==> src/rtl/mem_port_arbiter.sv <==
// Shares one variable-latency memory between fetch and load/store; data wins, fetch is guarded against starvation.
// Latency: request seen at t -> MEM_REQ from t+1, VALID one cycle after MEM_ACK (or timeout); STALL holds the PC meanwhile.
module mem_port_arbiter #(
  parameter int ADDR_W      = 32,
  parameter int DATA_W      = 32,
  parameter int MAX_D_BURST = 4,
  parameter int TIMEOUT     = 255
) (
  input  logic              CLK,
  input  logic              RESET_N,
  input  logic              IF_REQ,
  input  logic [ADDR_W-1:0] IF_ADDR,
  output logic [DATA_W-1:0] IF_RDATA,
  output logic              IF_VALID,
  input  logic              D_REQ,
  input  logic              D_WE,
  input  logic [ADDR_W-1:0] D_ADDR,
  input  logic [DATA_W-1:0] D_WDATA,
  output logic [DATA_W-1:0] D_RDATA,
  output logic              D_VALID,
  output logic              MEM_REQ,
  output logic              MEM_WE,
  output logic [ADDR_W-1:0] MEM_ADDR,
  output logic [DATA_W-1:0] MEM_WDATA,
  input  logic              MEM_ACK,
  input  logic [DATA_W-1:0] MEM_RDATA,
  output logic              STALL,
  output logic              ERR
);

  localparam int          BW       = $clog2(MAX_D_BURST + 1);
  localparam logic [BW-1:0] BURST_MAX = BW'(MAX_D_BURST);
  localparam logic [7:0]  TMO_LAST = 8'(TIMEOUT - 1);
  localparam logic [DATA_W-1:0] ABORT_DATA = DATA_W'(32'hDEAD_BEEF);

  typedef enum logic [1:0] {IDLE, BUSY, RESP} state_t;

  state_t          state, state_nxt;
  logic            owner_d;
  logic [BW-1:0]   burst_cnt;
  logic [7:0]      tmo_cnt;
  logic            grant_d, grant_if, tmo_hit;

  // Fetch takes the port only once data has had MAX_D_BURST grants in a row while fetch waited.
  assign grant_d  = D_REQ && !(IF_REQ && (burst_cnt == BURST_MAX));
  assign grant_if = IF_REQ && !grant_d;
  // An ack in the last allowed cycle beats the timeout.
  assign tmo_hit  = (tmo_cnt == TMO_LAST) && !MEM_ACK;

  assign STALL = (IF_REQ && !IF_VALID) || (D_REQ && !D_VALID);

  always_ff @(posedge CLK or negedge RESET_N) begin
    if (!RESET_N) state <= IDLE;
    else          state <= state_nxt;
  end

  always_comb begin
    state_nxt = state;
    case (state)
      IDLE:    if (D_REQ || IF_REQ) state_nxt = BUSY;
      BUSY:    if (MEM_ACK || tmo_hit) state_nxt = RESP;
      RESP:    state_nxt = IDLE;
      default: state_nxt = IDLE;
    endcase
  end

  always_ff @(posedge CLK or negedge RESET_N) begin
    if (!RESET_N) begin
      owner_d   <= 1'b0;
      burst_cnt <= '0;
      tmo_cnt   <= '0;
      MEM_REQ   <= 1'b0;
      MEM_WE    <= 1'b0;
      MEM_ADDR  <= '0;
      MEM_WDATA <= '0;
      IF_RDATA  <= '0;
      D_RDATA   <= '0;
      IF_VALID  <= 1'b0;
      D_VALID   <= 1'b0;
      ERR       <= 1'b0;
    end else begin
      case (state)
        IDLE: begin
          if (grant_d || grant_if) begin
            owner_d   <= grant_d;
            MEM_REQ   <= 1'b1;
            MEM_WE    <= grant_d && D_WE;
            MEM_ADDR  <= grant_d ? D_ADDR : IF_ADDR;
            MEM_WDATA <= D_WDATA;
            tmo_cnt   <= '0;
            if (grant_d && IF_REQ)
              burst_cnt <= (burst_cnt == BURST_MAX) ? burst_cnt : burst_cnt + BW'(1);
            else
              burst_cnt <= '0;
          end
        end
        BUSY: begin
          tmo_cnt <= tmo_cnt + 8'd1;
          if (MEM_ACK || tmo_hit) begin
            MEM_REQ  <= 1'b0;
            IF_VALID <= !owner_d;
            D_VALID  <= owner_d;
            if (tmo_hit) ERR <= 1'b1;
            if (owner_d) D_RDATA  <= MEM_ACK ? MEM_RDATA : ABORT_DATA;
            else         IF_RDATA <= MEM_ACK ? MEM_RDATA : ABORT_DATA;
          end
        end
        RESP: begin
          IF_VALID <= 1'b0;
          D_VALID  <= 1'b0;
        end
        default: ;
      endcase
    end
  end

endmodule

==> config.mk <==
export PLATFORM = sky130hd
export DESIGN_NAME = mem_port_arbiter
export DESIGN_NICKNAME = d
export VERILOG_FILES = /design/src/rtl/mem_port_arbiter.sv
export SDC_FILE = /design/constraint.sdc
export NUM_CORES = 1
export LEC_CHECK = 0
export BUFFER_PORTS_ARGS = -buffer_cell sky130_fd_sc_hd__buf_2
export CAP_MARGIN = 20
export CORE_MARGIN = 2
export CORE_UTILIZATION = 46
export DETAILED_ROUTE_END_ITERATION = 7
export GPL_ROUTABILITY_DRIVEN = 0
export GPL_TIMING_DRIVEN = 1
export PLACE_DENSITY = 0.8
export SLEW_MARGIN = 20
export SYNTH_ARGS = -nofsm -noshare
export SYNTH_HDL_FRONTEND = slang
export SYNTH_SLANG_ARGS = --single-unit
==> constraint.sdc <==
create_clock -name CLK -period 2.1 [get_ports CLK]
set_input_delay 0.315 -clock CLK [delete_from_list [all_inputs] [get_ports CLK]]
set_output_delay 0.315 -clock CLK [all_outputs]
set_load 0.01 [all_outputs]
## Word level (Yosys, flattened, before mapping)

Cells that the tools add are included.

- Register bits: 147
- Output and inout port bits: 134
- Word-level logic and storage cells: 70
- Bits of input ports: 134

- Bitwise gates (word level): 1
- Equal/unequal tests: 8
- $add $sub $neg: 2
- Reduce and logical (&&, ||, !) cells: 30
- Mux-type cells: 16

Operator list:

| operator | number |
|---|---|
| $mux 32 | 2 |
| $pmux 8 s2 | 1 |
| $reduce_and 3->1 | 5 |
| $add 8x1->8 const B | 1 |
| $eq 8x8->1 const B | 1 |
| $logic_and 1x1->1 | 8 |
| $mux 8 | 1 |
| $ne 2x2->1 const B | 4 |
| $reduce_and 2->1 | 4 |
| $logic_not 1->1 | 6 |
| $mux 3 | 2 |
| $pmux 1 s2 | 3 |
| $logic_or 1x1->1 | 4 |
| $mux 1 | 4 |
| $mux 2 | 2 |
| $pmux 2 s2 | 1 |
| $reduce_bool 2->1 | 2 |
| $add 3x1->3 const B | 1 |
| $eq 3x3->1 const B | 1 |
| $eq 2x1->1 const B | 1 |
| $eq 2x2->1 const B | 1 |
| $logic_not 2->1 | 1 |
| $not 1->1 | 1 |

## Depth between registers and ports, before layout

Gate-level depths: netlist of run 1.

- Depth after elaboration: 9
- Mapped depth: 7
- Mapped depth without buffers: 5

## Least setup slack after synthesis of run 1

OpenSTA, ideal clock, no wires.

- Kind: register to register
- Start: reg state[0]
- End: reg MEM_WDATA[0]
- Data required time: 1.973 ns
- Arrival time: 1.386 ns
- Path buffers: 2
- Period minus slack after synthesis: 1.514 ns
- Cell stages (with the launch flop): 6
- Path slack: 0.586 ns
- Library setup time: 0.127 ns
- Cell sequence: dfrtp_1 or2_1 buf_4 nor2_8 buf_6 mux2_1

- Longest elaborated chain between the ends: 2

Ends and longest elaborated chain:

| element | line | source |
|---|---|---|
| start, declared | 38 | `state_t state, state_nxt;` |
| start signal, assigned | 54 | `else state <= state_nxt;` |
| $logic_not 2->1 | 82 | `case (state)` |
| $reduce_and 2->1 (no line) | - |  |
| end signal, assigned | 75 | `MEM_WDATA <= '0;` |
| end signal, assigned | 89 | `MEM_WDATA <= D_WDATA;` |
| end, declared | 24 | `output logic [DATA_W-1:0] MEM_WDATA,` |

Every way passes these cells.
A chain may end at the register's enable or synchronous reset.

## Final worst setup path of run 1

- Start: reg state[0]
- End: reg MEM_WDATA[26]

Same word-level chain as after synthesis.

==> results of run 1 <==
worst register-to-register path, delay by kind of cell, from the launching register on:
family	cells	cell delay, ps
flops	1	380
mux	1	460
simple gates	2	560
buf+inv	1	250
per-layer routing:
| metal | up-vias | part of all wire, % |
|---|---|---|
| met4 | 0 | 2.4 |
| met1 | 2859 | 41 |
| met2 | 258 | 50 |
| met5 | - | 0 |
| met3 | 35 | 7.2 |
| li1 | 2777 | - |
Yosys cell counts, types with 2 or more instances:
cell	count
clkbuf_1	17
o31ai_1	3
a22o_1	16
mux2_1	31
mux2i_1	3
a21o_1	16
a31oi_1	32
buf_4	8
nand2_1	7
nand4b_1	2
nor2_1	5
or3_1	2
a32o_1	2
o22ai_1	51
nand3_1	37
buf_2	16
o211ai_1	4
dfrtp_1	147
inv_1	58
buf_6	11
nand2b_1	3
o21ai_1	5
a21oi_1	82
o21ai_0	35
o2111ai_1	2
ha_1	4
layout make-up:
type	count	area (um^2)	share of cell area (%)
clock inverter	9	201	2.30
inverter	58	218	2.49
sequential	147	3680	42.0
multi-input combinational	366	2410	27.5
tap	180	225	2.57
clock buffer	22	464	5.30
timing repair buffer	289	1560	17.8
report_power, final:
group / switching (mW) / total, mW / internal [mW]
registers: 0.845 / 4.98 / 4.13
clock network: 1.13 / 3.42 / 2.28
logic: 3.03 / 5.52 / 2.50
kinds of logic (layout without fill, tap and decap cells):
kind of cell               after synthesis  in the layout  share of synthesized area, %
DFF                                    147            147                          55.5
adders and majority gates                4              4                         0.755
xor gates and xnor gates                 2              2                         0.264
buffers and inverters                  110            378                          8.23
AOI/OAI and AO/OA                      252            252                          22.8
muxes                                   35             35                          5.89
and+or+nand+nor                         73             73                          6.57
worst max-delay path by stage:
| stage | slack, ps | cells past startpoint | start | endpoint |
|---|---|---|---|---|
| 2_1_floorplan | 590 | 5 | state[0] | MEM_WDATA[0] |
| 3_3_place_gp | 390 | 4 | D_REQ | burst_cnt[2] |
| 3_5_place_dp | 330 | 4 | D_REQ | burst_cnt[2] |
| 4_1_cts | 340 | 4 | state[0] | MEM_WDATA[23] |
| 5_1_grt | 260 | 4 | state[0] | MEM_WDATA[3] |
| 6_report | 310 | 4 | state[0] | MEM_WDATA[26] |
registers in the layout, indices dropped and copies added, names as in the netlist:
signal	count
D_RDATA	32
D_VALID	1
ERR	1
IF_RDATA	32
IF_VALID	1
MEM_ADDR	32
MEM_REQ	1
MEM_WDATA	32
MEM_WE	1
burst_cnt	3
owner_d	1
state	2
tmo_cnt	8
through the flow:
step,util (%),area [um^2]
3_5_place_dp,57.8,8080
6_report,62.6,8760
2_1_floorplan,-,6630
3_3_place_gp,57.8,8080
4_1_cts,62.6,8760
5_1_grt,62.6,8760
cell usage in the layout (no fill, tap or decap), types with 17 or more instances in the layout:
master,count
nand3_1,37
a21oi_1,82
mux2_1,31
inv_1,58
o21ai_0,35
o22ai_1,51
buf_4,17
clkbuf_16,17
a31oi_1,32
dfrtp_1,147
buf_2,266
==> impl_metrics.json, run 1 <==
{
  "netlist_instances": 623,
  "crit_required_ps": 2390,
  "maxSlewViolCount": 0,
  "antenna_found_initial": 0,
  "drt-initial-drc-count": 385,
  "layout.nets": 1017,
  "cp_top_family": "simple AND/OR/NAND/NOR gates",
  "synth_edf_count": 0,
  "hold_depth": 2,
  "drc": 0,
  "gr-usage-met3_pct": 6.64,
  "stdcell_count": 1071,
  "setup_ws_ps": 314,
  "diodes": 0,
  "async_flop_share_pct": 100,
  "root_buffer": "clkbuf_16",
  "yosysWarnings": 0,
  "busiest_layer": "met2",
  "powerDensity_mw_per_mm2": 1590,
  "max_freq_mhz": 560,
  "crit_slowest_cell": "dfrtp_1",
  "ant_nets": 0,
  "p_total_mw": 13.9,
  "hp-start": "D_WDATA[0]",
  "hold_end": "MEM_WDATA[0]",
  "worstMarginPinSlew_ps": 656,
  "status": "finished, final reports clean",
  "min_period_ps": 1790,
  "drive_gt1_share_pct": 36.4,
  "final.hold.worst_slack_ps": 108,
  "hold_class": "primary input to flop",
  "grt_max_degree": 62,
  "syn_to_final_growth_pct": 32.0,
  "setup_viol": 0,
  "cp-start-kind": "flop",
  "grt_use_met1_pct": 27.9,
  "cts_tree": "done",
  "numCtsBuffers": 17,
  "gr-usage-met2_pct": 37.4,
  "fp.dieH_um": 124,
  "path_buf_inv": 1,
  "vias": 5929,
  "ys_ff_latch": 147,
  "cp.arrival_ps": 2080,
  "rrSetupSlack_ps": 310,
  "postCtsSetupRepairBufs": 0,
  "portBuffers": 267,
  "start_util_pct": 47.4,
  "syn_area_mm2": 0.00663,
  "critPathCaptureType": "flop",
  "path_class": "flop to flop",
  "synth_flop_cell": "dfrtp_1",
  "crit_fanout": 61,
  "worstReg2RegStart": "state[0]",
  "synthTopCellsByArea": "dfrtp_1 55%, a21oi_1 6.2%, mux2_1 5.3%, o22ai_1 4.8%, inv_1 3.3%",
  "cts_max_level": 4,
  "post-route-period-util_pct": 85.1,
  "reg2regPathDepth": 4,
  "drv_cap": 0,
  "dp_slack_ps": 329,
  "placedCellCount": 1039,
  "reg2reg_to": "MEM_WDATA[26]",
  "place_hpwl_um": 12100,
  "coreArea_mm2": 0.0140,
  "synth.largest_area_cell": "dfrtp_1",
  "grt_pass1_vias": 5550,
  "rows": 43,
  "syn_area_per_cell_um2": 10.6,
  "tns_ps": 0,
  "slew_headroom_pct": 56.3,
  "ctsHoldBuffers": 1,
  "numClockSinks": 147,
  "ir_drop_uv": 908,
  "grt_usage_pct": 22.7,
  "finalClockSkew_ps": 8.56,
  "routed_wl_um": 17700,
  "synthDominantCellAreaShare_pct": 55.5,
  "die_x_um": 124,
  "cp_cell_sequence": "or2_1 -> nor2_8 -> buf_12 -> mux2_1",
  "grt_pass1_wl_um": 27200,
  "rsz0062_at_grt": "no",
  "n_fill_cell": 1162,
  "cts_buffer_depth": 2,
  "num_io_pins": 268,
  "ctsResizeCount": 0,
  "vias_per_cell": 5.54,
  "final-hold-violation-count": 0,
  "clkTransAtPathRegs_ps": 60,
  "yosysUniqueCellTypes": 50,
  "dieArea_mm2": 0.0154,
  "grt_overflow": 0,
  "avgRoutedWirePerCell_um": 16.5,
  "synthesis.nets": 761,
  "p_leak_nw": 4.18,
  "crit_path_max_incr_delay_ps": 380,
  "clock_latency_ps": 420,
  "seq_area_frac_synth_pct": 55.5,
  "first_pass_iters": 5
}
No activity file was read; power rests on OpenSTA's default activity.
==> inputs of run 2 (changes only) <==
CELL_PAD_IN_SITES_DETAIL_PLACEMENT = 1   (was not set)
CELL_PAD_IN_SITES_GLOBAL_PLACEMENT = 1   (was not set)
CORE_UTILIZATION = 36   (was 46)
PLACE_DENSITY = 0.83   (was 0.8)
==> run 2 against run 1 <==
  * Worst hold slack improved by 2.9 ps
  * Largest cell class unchanged
  * Clock power decreased by 13%
  * Global-route usage is 1.9 points lower
  * Clock skew up 0.98 ps
  * Via count up 0.52%
  * Worst setup slack better by 100 ps
  * Fmax grew 6.1%
  * Flip-flop and latch count unchanged
  * Die area rose by 27%
==> impl_metrics.json, run 2 (synthesis gave the netlist of run 1 again) <==
{
  "status": "finished, final reports clean",
  "cts_buffer_depth": 2,
  "ir_drop_uv": 645,
  "fp.dieH_um": 140,
  "p_total_mw": 13.7,
  "tns_ps": 0,
  "clock_latency_ps": 410,
  "p_leak_nw": 4.19,
  "grt_usage_pct": 20.8,
  "finalClockSkew_ps": 9.54,
  "cts_max_level": 4,
  "start_util_pct": 36.8,
  "dp_slack_ps": 418,
  "cp-start-kind": "flop",
  "dieArea_mm2": 0.0195,
  "setup_ws_ps": 416,
  "crit_fanout": 33,
  "stdcell_count": 1127,
  "final_util_pct": 49.0,
  "clkTransAtPathRegs_ps": 70,
  "path_class": "flop to flop",
  "final_common_cell": "buf_2",
  "drive_gt1_share_pct": 37.2,
  "grt_max_degree": 54,
  "grt_overflow": 0,
  "drc": 0,
  "post-route-period-util_pct": 80.2,
  "final_area_mm2": 0.00883,
  "max_freq_mhz": 594,
  "coreArea_mm2": 0.0180,
  "maxSlewViolCount": 0,
  "slew_headroom_pct": 66.1,
  "die_x_um": 140,
  "drv_cap": 0,
  "min_period_ps": 1680,
  "place_hpwl_um": 14500,
  "placedCellCount": 1094,
  "num_io_pins": 268,
  "grt_pass1_vias": 6358,
  "grt_pass1_wl_um": 32900,
  "hold_class": "primary input to flop",
  "final-hold-violation-count": 0,
  "setup_viol": 0,
  "final_cell_mix": "266 x buf_2, 147 x dfrtp_1, 82 x a21oi_1",
  "vias_per_cell": 5.29,
  "routed_wl_um": 20400,
  "syn_to_final_growth_pct": 33.2,
  "ctsResizeCount": 0,
  "rsz0062_at_grt": "no",
  "worstMarginPinSlew_ps": 509,
  "numClockSinks": 147,
  "antenna_found_initial": 0,
  "layout.nets": 1023,
  "vias": 5960,
  "powerDensity_mw_per_mm2": 1560,
  "first_pass_iters": 4,
  "portBuffers": 267,
  "n_fill_cell": 2135,
  "diodes": 0,
  "cts_tree": "done",
  "numCtsBuffers": 17,
  "drt-initial-drc-count": 177,
  "ant_nets": 0,
  "rows": 49,
  "root_buffer": "clkbuf_16",
  "final.hold.worst_slack_ps": 111,
  "crit_required_ps": 2400,
  "critPathCaptureType": "flop",
  "post_dp_cell_area_mm2": 0.00824,
  "avgRoutedWirePerCell_um": 18.1,
  "cp.arrival_ps": 1980
}
run 2: changes by cell type in the layout (fill, tap and decap cells not counted), moves of 2 or more:
cell       before  now
buf_12          4    8
clkbuf_1        3    0
buf_4          17   19
clkinv_4        1    6
bufinv_16       6    1
inv_6           0    4
run 2: final timing paths:
kind | from | end | cells after the start | slack [ps]
max reg2reg | tmo_cnt[0] | D_RDATA[9] | 6 | 420
min reg2reg | ERR | ERR | 1 | 470
min in group asynchronous | RESET_N | IF_RDATA[25] | 2 | 410
max in group asynchronous | RESET_N | MEM_ADDR[31] | 3 | 1020
max | tmo_cnt[0] | D_RDATA[9] | 6 | 420
min | D_WDATA[3] | MEM_WDATA[3] | 2 | 110
run 2: layer usage:
metal / track usage [%] / wire (um) / share of wire (%) / up-vias
met1: 25.8 / 8680 / 43 / 2963
met2: 35.8 / 10300 / 50 / 183
met4: 5.58 / 314 / 1.5 / 0
met3: 5.54 / 1120 / 5.5 / 27
li1: - / - / - / 2787
met5: 0 / 0 / 0 / -
run 2: area by class of cell:
class | count | area (um^2) | area share (%)
clock buffer | 18 | 439 | 4.97
clock inverter | 14 | 146 | 1.66
inverter | 58 | 218 | 2.46
multi-input combinational | 366 | 2410 | 27.3
sequential | 147 | 3680 | 41.6
tap | 229 | 287 | 3.24
timing repair buffer | 295 | 1660 | 18.7
run 2: critical path: stages (launching register included):
cell	delay, ps
dfrtp_1	400
inv_1	60
ha_1	190
nand3_1	130
o21a_2	440
buf_12	250
a21oi_1	90
run 2: what timing repair did:
item,4_1_cts,5_1_grt
setup endpoints to repair,0,0
hold buffers,1,0
hold endpoints to repair,50,0
setup buffers,0,0
run 2: power breakdown:
part / leakage [nW] / switching (mW) / internal [mW]
logic: 2.14 / 3.15 / 2.59
clock network: 0.285 / 1.29 / 1.70
registers: 1.77 / 0.885 / 4.13
total: 4.19 / 5.33 / 8.42
==> inputs of run 3 (changes only) <==
CORE_UTILIZATION = 33   (was 36)
PLACE_DENSITY = 0.8   (was 0.83)
clock period = 1.4 ns   (was 2.1 ns; I/O delays follow)
==> run 3 against run 2 <==
  * The flow now finishes with violations (negative setup slack)
  * Worst setup slack got worse by 550 ps
  * Utilization rose by 4.8 points
  * Via count rose by 9.0%
  * Final cell count rose by 9.6%
  * Clock power rose by 62%
  * Clock skew rose by 3.5 ps
  * Register-to-register slack got worse by 550 ps
  * Global-route usage rose by 0.87 points
  * Sequential share of layout area fell by 6.8 points
  * Worst hold slack got worse by 97 ps
  * Critical endpoint is now IF_RDATA[30]
==> impl_metrics.json, run 3 (synthesis gave the netlist of run 1 again) <==
{
  "intPower_mw": 14.6,
  "setup_ws_ps": -136,
  "p_clk_share_pct": 20.0,
  "drv_cap": 0,
  "routed_wl_um": 25300,
  "grt_pass1_vias": 6812,
  "cts_buffer_depth": 2,
  "grt_pass1_wl_um": 36900,
  "p_leak_nw": 4.82,
  "rsz0062_at_grt": "yes",
  "fp.dieH_um": 146,
  "drt-initial-drc-count": 245,
  "ant_nets": 0,
  "post-route-period-util_pct": 110,
  "max_freq_mhz": 651,
  "cts_max_level": 4,
  "grt_overflow": 0,
  "cp-start-kind": "flop",
  "diodes": 0,
  "vias": 6497,
  "drc": 0,
  "rows": 51,
  "layout.nets": 1095,
  "avgRoutedWirePerCell_um": 20.5,
  "path_class": "flop to flop",
  "switching_share_pct": 39.6,
  "hold_class": "primary input to flop",
  "portBuffers": 267,
  "clkTransAtPathRegs_ps": 70,
  "vias_per_cell": 5.26,
  "coreArea_mm2": 0.0196,
  "maxSlewViolCount": 0,
  "finalClockSkew_ps": 13.0,
  "syn_to_final_growth_pct": 59.1,
  "cts_tree": "done",
  "place_hpwl_um": 15100,
  "n_fill_cell": 2170,
  "num_io_pins": 268,
  "worstMarginPinSlew_ps": 355,
  "dieArea_mm2": 0.0212,
  "final_cell_mix": "266 x buf_2, 146 x dfrtp_1, 56 x inv_1",
  "p_seq_share_pct": 31.1,
  "first_pass_iters": 4,
  "cp.arrival_ps": 1830,
  "grt_max_degree": 44,
  "numCtsBuffers": 17,
  "crit_required_ps": 1690,
  "setup_viol": 127,
  "powerDensity_mw_per_mm2": 2290,
  "crit_fanout": 24,
  "antenna_found_initial": 1,
  "min_period_ps": 1540,
  "switchingPower_mw": 9.56,
  "critPathCaptureType": "flop",
  "numClockSinks": 147,
  "p_comb_share_pct": 48.8,
  "slew_headroom_pct": 75.7,
  "start_util_pct": 33.9,
  "final_common_cell": "buf_2",
  "status": "finished, violations left",
  "die_x_um": 146,
  "final.hold.worst_slack_ps": 14.5,
  "violations": "negative setup slack",
  "drive_gt1_share_pct": 50.1,
  "final-hold-violation-count": 0,
  "ir_drop_uv": 885,
  "grt_usage_pct": 21.6,
  "tns_ps": -10540,
  "clock_latency_ps": 420,
  "root_buffer": "clkbuf_16"
}
## run 3: cell count changes in the layout (fill, tap and decap cells not counted), sizes merged
cell,change
clkinv,-5
inv,+4
clkinvlp,+1
bufinv,+1
clkbuf,+9
buf,+42
dlygate4sd3,+20
## run 3: final cells by class
type	instances	area (um^2)	area share [%]
well taps	265	332	3.14
clock buffers	17	425	4.03
repair buffers	367	2680	25.4
inverters	58	218	2.06
multi-input cells	366	3030	28.7
flip-flops and latches	147	3680	34.9
clock inverters	15	189	1.79
## run 3: metrics by stage
step / power, mW / setup slack [ps] / cell area (um^2) / utilization (%) / instances
3_5_place_dp: 16.7 / -135 / 8580 / 43.8 / 1155
3_3_place_gp: 16.2 / -84.1 / 8580 / 43.8 / 1155
4_1_cts: 22.3 / -111 / 9620 / 49.1 / 1213
2_1_floorplan: 12.8 / -73.2 / 6640 / - / 623
5_1_grt: 25.6 / -199 / 10500 / 53.8 / 1235
6_report: 24.2 / -136 / 10500 / 53.8 / 1235
## run 3: power groups by stage
| stage | Sequential, mW | Clock [mW] | Combinational (mW) |
|---|---|---|---|
| finish | 7.53 | 4.84 | 11.8 |
| global route | 7.82 | 5.10 | 12.6 |
| CTS | 7.45 | 4.92 | 9.91 |
| detailed placement | 7.49 | 0 | 9.20 |
| global placement | 7.36 | 0 | 8.86 |
| floorplan | 8.25 | 0 | 4.51 |
## run 3: worst paths after layout
kind                                     from             to  slack [ps]  cells after the start
max in group asynchronous             RESET_N         MEM_WE         600                      3
worst max register to register       state[1]   IF_RDATA[30]        -140                      5
worst max-delay path                 state[1]   IF_RDATA[30]        -140                      5
worst min register to register  MEM_WDATA[22]  MEM_WDATA[22]         480                      1
min in group asynchronous             RESET_N     D_RDATA[0]         240                      2
worst min-delay path               D_WDATA[1]   MEM_WDATA[1]          10                      2
## run 3: worst max-delay path, stage by stage (launching register included)
cell       delay (ps)
dfrtp_2           440
buf_4             170
nand4bb_1         230
buf_12            200
o22ai_1           310
a21oi_4            60
## run 3: repair_timing
| item | in CTS | in global routing |
|---|---|---|
| gates resized for setup | 41 | 125 |
| pin swaps | 12 | 61 |
| setup endpoints to repair | 138 | 141 |
| hold endpoints to repair | 73 | 1 |
| setup buffers | 5 | 10 |
| hold buffers | 20 | 1 |
| gates cloned | 1 | 13 |
## run 3: layer usage
| metal | track usage [%] | up-vias | wire (um) | share of wire (%) |
|---|---|---|---|---|
| met2 | 37.5 | 248 | 13100 | 52 |
| met5 | 0 | - | 13 | 0.051 |
| met3 | 5.67 | 46 | 1330 | 5.3 |
| met1 | 26.4 | 3261 | 10200 | 40 |
| li1 | - | 2940 | - | - |
| met4 | 6.76 | 2 | 616 | 2.4 |
